### src/rtl/led_pkg.sv
// Shared definitions for the LED pattern engine: mode encodings, scanner direction
// and the gray-code helper.
package led_pkg;

  localparam logic [1:0] MODE_BIN  = 2'd0;
  localparam logic [1:0] MODE_GRAY = 2'd1;
  localparam logic [1:0] MODE_SCAN = 2'd2;
  localparam logic [1:0] MODE_ROT  = 2'd3;

  typedef enum logic {ScanUp, ScanDown} scan_dir_e;

  // Works for any width up to 32: narrower callers zero-extend and truncate the result.
  function automatic logic [31:0] bin2gray(input logic [31:0] bin);
    return bin ^ (bin >> 1);
  endfunction

endpackage

### src/rtl/led_pattern_gen_if.sv
// Control and LED-output bundle of the pattern engine.
interface led_pattern_gen_if #(
  parameter int unsigned N_LEDS = 8
);
  logic [1:0]        mode;
  logic              run;
  logic              step;
  logic              dir;
  logic              tick;
  logic [N_LEDS-1:0] leds;

  modport master (output mode, run, step, dir, input tick, leds);
  modport slave  (input mode, run, step, dir, output tick, leds);
endinterface

### src/rtl/led_prescaler.sv
// Programmable step prescaler; adv is a prescaler terminal count while running,
// or the raw step level while paused.
module led_prescaler #(
  parameter longint unsigned DIV   = 64'd16777216,
  parameter int unsigned     CNT_W = (DIV > 1) ? $clog2(DIV) : 1
) (
  input  logic clk,
  input  logic rst_n,
  input  logic run_i,
  input  logic step_i,
  input  logic clr_i,
  output logic adv_o
);

  localparam logic [CNT_W-1:0] Term = CNT_W'(DIV - 64'd1);

  logic [CNT_W-1:0] cnt_q, cnt_d;
  logic             at_term;

  always_comb begin
    at_term = (cnt_q == Term);
    adv_o   = run_i ? at_term : step_i;
    cnt_d   = cnt_q;
    if (clr_i) begin
      cnt_d = '0;
    end else if (run_i) begin
      cnt_d = at_term ? '0 : cnt_q + CNT_W'(1);
    end
  end

  always_ff @(posedge clk or negedge rst_n) begin
    if (!rst_n) begin
      cnt_q <= '0;
    end else begin
      cnt_q <= cnt_d;
    end
  end

endmodule

### src/rtl/led_pattern_gen.sv
// LED pattern engine: binary, gray, bouncing scanner or rotating one-hot, advanced
// by a prescaled tick or single steps, with a registered LED output.
module led_pattern_gen
  import led_pkg::*;
#(
  parameter int unsigned     N_LEDS = 8,
  parameter longint unsigned DIV    = 64'd16777216
) (
  input logic               clk,
  input logic               rst_n,
  led_pattern_gen_if.slave  bus
);

  localparam int unsigned     CNT_W   = (DIV > 1) ? $clog2(DIV) : 1;
  localparam int unsigned     POS_W   = $clog2(N_LEDS);
  localparam logic [POS_W-1:0] PosLast = POS_W'(N_LEDS - 1);

  logic              adv;
  logic              mode_chg;
  logic [1:0]        mode_q;
  logic [N_LEDS-1:0] value_q, value_d;
  logic [POS_W-1:0]  pos_q, pos_d;
  scan_dir_e         scan_dir_q, scan_dir_d;
  logic              tick_q, tick_d;
  logic [N_LEDS-1:0] leds_q, leds_d;

  led_prescaler #(
    .DIV   (DIV),
    .CNT_W (CNT_W)
  ) u_prescaler (
    .clk    (clk),
    .rst_n  (rst_n),
    .run_i  (bus.run),
    .step_i (bus.step),
    .clr_i  (mode_chg),
    .adv_o  (adv)
  );

  always_comb begin
    mode_chg   = (bus.mode != mode_q);
    value_d    = value_q;
    pos_d      = pos_q;
    scan_dir_d = scan_dir_q;
    tick_d     = adv & ~mode_chg;

    // A mode change reinitialises state and swallows any coincident advance.
    if (mode_chg) begin
      value_d    = '0;
      pos_d      = '0;
      scan_dir_d = ScanUp;
    end else if (adv) begin
      unique case (mode_q)
        MODE_BIN, MODE_GRAY: begin
          value_d = bus.dir ? value_q - N_LEDS'(1) : value_q + N_LEDS'(1);
        end
        MODE_SCAN: begin
          if (scan_dir_q == ScanUp) begin
            pos_d = pos_q + POS_W'(1);
            if (pos_d == PosLast) scan_dir_d = ScanDown;
          end else begin
            pos_d = pos_q - POS_W'(1);
            if (pos_d == '0) scan_dir_d = ScanUp;
          end
        end
        MODE_ROT: begin
          if (bus.dir) begin
            pos_d = (pos_q == '0) ? PosLast : pos_q - POS_W'(1);
          end else begin
            pos_d = (pos_q == PosLast) ? '0 : pos_q + POS_W'(1);
          end
        end
        default: ;
      endcase
    end

    // Pattern of the next state, so leds move on the same edge as the state.
    unique case (bus.mode)
      MODE_BIN:  leds_d = value_d;
      MODE_GRAY: leds_d = N_LEDS'(bin2gray(32'(value_d)));
      default:   leds_d = N_LEDS'(1) << pos_d;
    endcase
  end

  always_ff @(posedge clk or negedge rst_n) begin
    if (!rst_n) begin
      mode_q     <= MODE_BIN;
      value_q    <= '0;
      pos_q      <= '0;
      scan_dir_q <= ScanUp;
      tick_q     <= 1'b0;
      leds_q     <= '0;
    end else begin
      mode_q     <= bus.mode;
      value_q    <= value_d;
      pos_q      <= pos_d;
      scan_dir_q <= scan_dir_d;
      tick_q     <= tick_d;
      leds_q     <= leds_d;
    end
  end

  assign bus.tick = tick_q;
  assign bus.leds = leds_q;

endmodule

### src/flat_wrapper.sv
// flat-port wrapper written by rule: the top's interface ports become plain ports
module led_pattern_gen_flat import led_pkg::*;
#(
  parameter int unsigned     N_LEDS = 8,
  parameter longint unsigned DIV    = 64'd16777216
)
  (clk, rst_n, bus_mode, bus_run, bus_step, bus_dir, bus_tick, bus_leds);
  led_pattern_gen_if #(.N_LEDS(N_LEDS)) bus_i ();
  input logic clk;
  input logic rst_n;
  input wire logic [$bits(bus_i.mode)-1:0] bus_mode;
  input wire logic [$bits(bus_i.run)-1:0] bus_run;
  input wire logic [$bits(bus_i.step)-1:0] bus_step;
  input wire logic [$bits(bus_i.dir)-1:0] bus_dir;
  output wire logic [$bits(bus_i.tick)-1:0] bus_tick;
  output wire logic [$bits(bus_i.leds)-1:0] bus_leds;
  assign bus_i.mode = bus_mode;
  assign bus_i.run = bus_run;
  assign bus_i.step = bus_step;
  assign bus_i.dir = bus_dir;
  assign bus_tick = bus_i.tick;
  assign bus_leds = bus_i.leds;
  led_pattern_gen #(.N_LEDS(N_LEDS), .DIV(DIV)) u_core (.clk(clk), .rst_n(rst_n), .bus(bus_i));
endmodule
### config.mk
export PLATFORM = sky130hd
export DESIGN_NAME = led_pattern_gen_flat
export DESIGN_NICKNAME = d
export VERILOG_FILES = /design/src/rtl/led_pkg.sv /design/src/rtl/led_pattern_gen_if.sv /design/src/rtl/led_prescaler.sv /design/src/rtl/led_pattern_gen.sv /design/src/flat_wrapper.sv
export SDC_FILE = /design/constraint.sdc
export NUM_CORES = 1
export LEC_CHECK = 0
export ABC_AREA = 1
export CELL_PAD_IN_SITES_DETAIL_PLACEMENT = 1
export CELL_PAD_IN_SITES_GLOBAL_PLACEMENT = 1
export CORE_MARGIN = 2
export CORE_UTILIZATION = 53
export CTS_BUF_LIST = sky130_fd_sc_hd__clkbuf_8
export DETAILED_ROUTE_END_ITERATION = 10
export DONT_BUFFER_PORTS = 1
export PLACE_DENSITY_LB_ADDON = 0.1
export SLEW_MARGIN = 20
export SYNTH_ARGS = -nofsm -noshare
export SYNTH_HDL_FRONTEND = slang
export SYNTH_SLANG_ARGS = --single-unit
### constraint.sdc
create_clock -name clk -period 2.7 [get_ports clk]
set_clock_uncertainty 0.05 [all_clocks]
set_input_delay 0.54 -clock clk [delete_from_list [all_inputs] [get_ports clk]]
set_output_delay 0.54 -clock clk [all_outputs]
set_load 0.02 [all_outputs]
==> impl_metrics.py <==
metrics = {
    "pwr": {
        "leakagePower_nw": 1.61,
        "irDropWorstVdd_v": 0.000215,
        "report.power.total_mw": 1.41,
        "powerDensity_mw_per_mm2": 415,
    },
    "worst_setup_path": {
        "critPathLaunchType": "flop",
        "cp.arrival_ns": 2.42,
        "max_stage_delay_ns": 0.39,
        "worstSetupPathType": "reg2reg",
        "cp_max_fo": 7,
        "cp_slowest_cell": "dfrtp_1",
        "required_ns": 2.85,
        "path_common_cell": "nand2_1",
        "critPathCaptureType": "flop",
        "path_cells": "ha_1 -> nand2_2 -> nor2_4 -> nand2_2 -> nor2_4 -> nand2_4 -> nand2_8 -> nand3_4 -> nand2_1 -> nand3_1 -> nor2_1 -> nand2_1 -> nand3_1 -> nand2_1",
    },
    "clock_network": {
        "cts_buffer_depth": 2,
        "clock_latency_ns": 0.30,
        "h-tree-depth": 2,
        "cts_buffers": 5,
        "cts.reportedPaths.clkPinSlew_ns": 0.09,
        "clock_sinks": 47,
        "cts_tree": "built",
        "cts_root_buf": "clkbuf_8",
    },
    "timing": {
        "slew_headroom_pct": 59.6,
        "hold_viol": 0,
        "fin_crit_ns": 2.27,
        "finalHoldWorstSlack_ns": 0.0281,
        "worstMarginPinSlew_ns": 0.607,
        "period_share_pct": 84.1,
        "max_freq_mhz": 440,
        "grt_setup_unrepaired": "false",
        "timing.setup.tns_ns": 0,
        "setup_viol": 0,
        "final-max-slew-violation-count": 0,
    },
    "yosys": {
        "ys_types": 38,
        "synth_top_family_by_area": "simple AND/OR/NAND/NOR gates",
        "synth-warning-count": 0,
        "synth_xor_area_share_pct": 4.40,
        "synth-seq-area-share_pct": 36.9,
        "syn_area_mm2": 0.00319,
        "synth-compound-area-share_pct": 9.11,
        "synth-adder-area-share_pct": 5.34,
        "synthMuxAreaShare_pct": 0,
        "async_reset_ff_share_pct": 100,
        "synthSimpleGateAreaFrac_pct": 36.0,
        "synthFlopType": "dfrtp_1",
        "synth_seq_cells": 47,
        "synth_fp_nets": 452,
        "synth_edf_count": 0,
        "netlist_instances": 432,
        "syn_area_per_cell_um2": 7.38,
    },
    "status": {
        "status": "completed",
    },
    "routing": {
        "routedWlPerCell_um": 16.4,
        "avgViaCountPerCell": 5.56,
        "drt-initial-drc-count": 138,
        "dr.pass1.iters": 4,
        "num_vias": 2858,
        "antenna_left": 0,
        "routed_wirelength_um": 8440,
        "drc": 0,
    },
    "placement": {
        "gp_congestion": 0.886,
        "portBuffers": 0,
        "place_hpwl_um": 6550,
        "place_area_mm2": 0.00328,
    },
    "global_route": {
        "grt_pass1_vias": 3012,
        "antenna_found_initial": 0,
        "grt_remaining_overflow": 0,
        "grt_pass1_wl_um": 14400,
        "grtUsageTotal_pct": 28.5,
        "grt_max_degree": 48,
    },
    "job": {
        "maxCapViolations": 0,
    },
    "final_layout": {
        "drive_gt1_share_pct": 11.6,
        "finalNetCount": 458,
        "syn_to_final_growth_pct": 6.36,
        "fin_area_mm2": 0.00339,
        "antenna_cells": 0,
        "fin_util_pct": 57.9,
    },
    "floorplan": {
        "die_height_um": 81.5,
        "coreArea_mm2": 0.00585,
        "rows": 28,
        "die-area_mm2": 0.00665,
        "pin_count": 16,
        "start_util_pct": 54.5,
        "die_width_um": 81.5,
    },
    "min_path": {
        "hold_path_class": "in2async",
    },
}
==> sequential cells by signal, indices dropped and copies added, names as in the netlist <==
register                  flops
u_core.value_q                8
u_core.scan_dir_q             1
u_core.bus.tick               1
u_core.mode_q                 2
u_core.bus.leds               8
u_core.u_prescaler.cnt_q     24
u_core.pos_q                  3
==> through the flow <==
step,setup slack [ns],std cells
2_1_floorplan,0.759,432
3_3_place_gp,0.501,505
3_5_place_dp,0.425,505
4_1_cts,0.435,514
5_1_grt,0.167,514
6_report,0.430,514
==> critical path, delay by kind of cell (launching register included) <==
family | cells | cell delay, ns
AND/OR/NAND/NOR | 13 | 1.48
adder cells (fa/ha/maj) | 1 | 0.25
flip-flops | 1 | 0.39
==> layout make-up <==
| type | count | area, µm² |
|---|---|---|
| repair buffers | 5 | 57.6 |
| clock inverters | 3 | 12.5 |
| fillers | 761 | 2460 |
| clock buffers | 5 | 68.8 |
| flip-flops and latches | 47 | 1180 |
| inverters | 62 | 234 |
| well taps | 75 | 93.8 |
| multi-input cells | 317 | 1750 |
==> cells in the final DEF, fill, tap and decap left out, types with 6 or more instances in the layout <==
master,netlist,routed
nor3_1,7,7
xnor2_1,7,7
nand4_1,8,8
nor2_1,29,29
nor2_2,6,6
o21ai_0,22,22
dfrtp_1,47,47
nand3_1,36,36
a21oi_1,9,9
inv_2,7,7
nand2_1,118,118
inv_1,53,55
nand2_2,8,8
ha_1,12,12
xor2_1,9,9
nand3_2,7,7
o22ai_1,8,8
==> what timing repair did <==
action | in CTS | in global routing
hold endpoints to repair | 47 | 0
buffers inserted | 0 | 0
hold buffers | 1 | 0
gates resized for setup | 0 | 0
==> cells in the mapped netlist, drive strengths merged (2+ instances only) <==
library cell  instances  area share, %
buf                   4           0.71
dfrtp                47             37
inv                  60            7.1
a21oi                10            1.7
or2                   2           0.39
clkinv                2           0.27
xor2                  9            2.5
nand3                44            8.4
o22ai                 8            1.6
nand3b                4           0.94
nand2               129             17
nor3                  7            1.1
clkbuf                2           0.24
ha                   12            4.7
nor2                 40            6.4
o21ai                27            4.2
a22o                  2           0.55
nand4                 8            1.6
xnor2                 7            1.9
a31oi                 3           0.59
==> layer usage <==
layer  vias up  GRT usage, %  part of all wire, %  wire length [µm]
met5         -             0                    0                 0
met4         0          6.95                 0.95                80
met3         8          4.95                  4.1               344
met2        52          47.5                   48              4020
met1      1394          38.4                   47              3990
li1       1404             -                    -                 -
==> where the power goes <==
group | internal [mW] | leakage (nW) | total [mW] | switching [mW]
Combinational | 0.0750 | 0.916 | 0.240 | 0.165
Clock | 0.175 | 0.0505 | 0.417 | 0.242
Sequential | 0.723 | 0.645 | 0.751 | 0.0284
==> worst paths after layout <==
path | start | to | slack, ns | cells after the start
setup / recovery | u_core.u_prescaler.cnt_q[0]$_DFFE_PN0P_ | u_core.bus.leds[6]$_DFF_PN0_ | 0.43 | 14
hold / removal | rst_n | u_core.scan_dir_q$_DFFE_PN0P_ | 0.03 | 1
setup reg to reg | u_core.u_prescaler.cnt_q[0]$_DFFE_PN0P_ | u_core.bus.leds[6]$_DFF_PN0_ | 0.43 | 14
hold reg to reg | u_core.u_prescaler.cnt_q[0]$_DFFE_PN0P_ | u_core.u_prescaler.cnt_q[0]$_DFFE_PN0P_ | 0.49 | 1
max in group asynchronous | rst_n | u_core.u_prescaler.cnt_q[5]$_DFFE_PN0P_ | 2.36 | 1
min in group clk | bus_mode[1] | u_core.mode_q[1]$_DFF_PN0_ | 0.21 | 0
==> kinds of logic (layout without fill, tap and decap cells) <==
| logic type | after synthesis | in the layout |
|---|---|---|
| AOI/OAI and AO/OA | 52 | 52 |
| buffers and inverters | 68 | 75 |
| adders and majority gates | 13 | 13 |
| and+or+nand+nor | 236 | 236 |
| DFF | 47 | 47 |
| xor gates and xnor gates | 16 | 16 |
(Power assumes the default switching activity.)
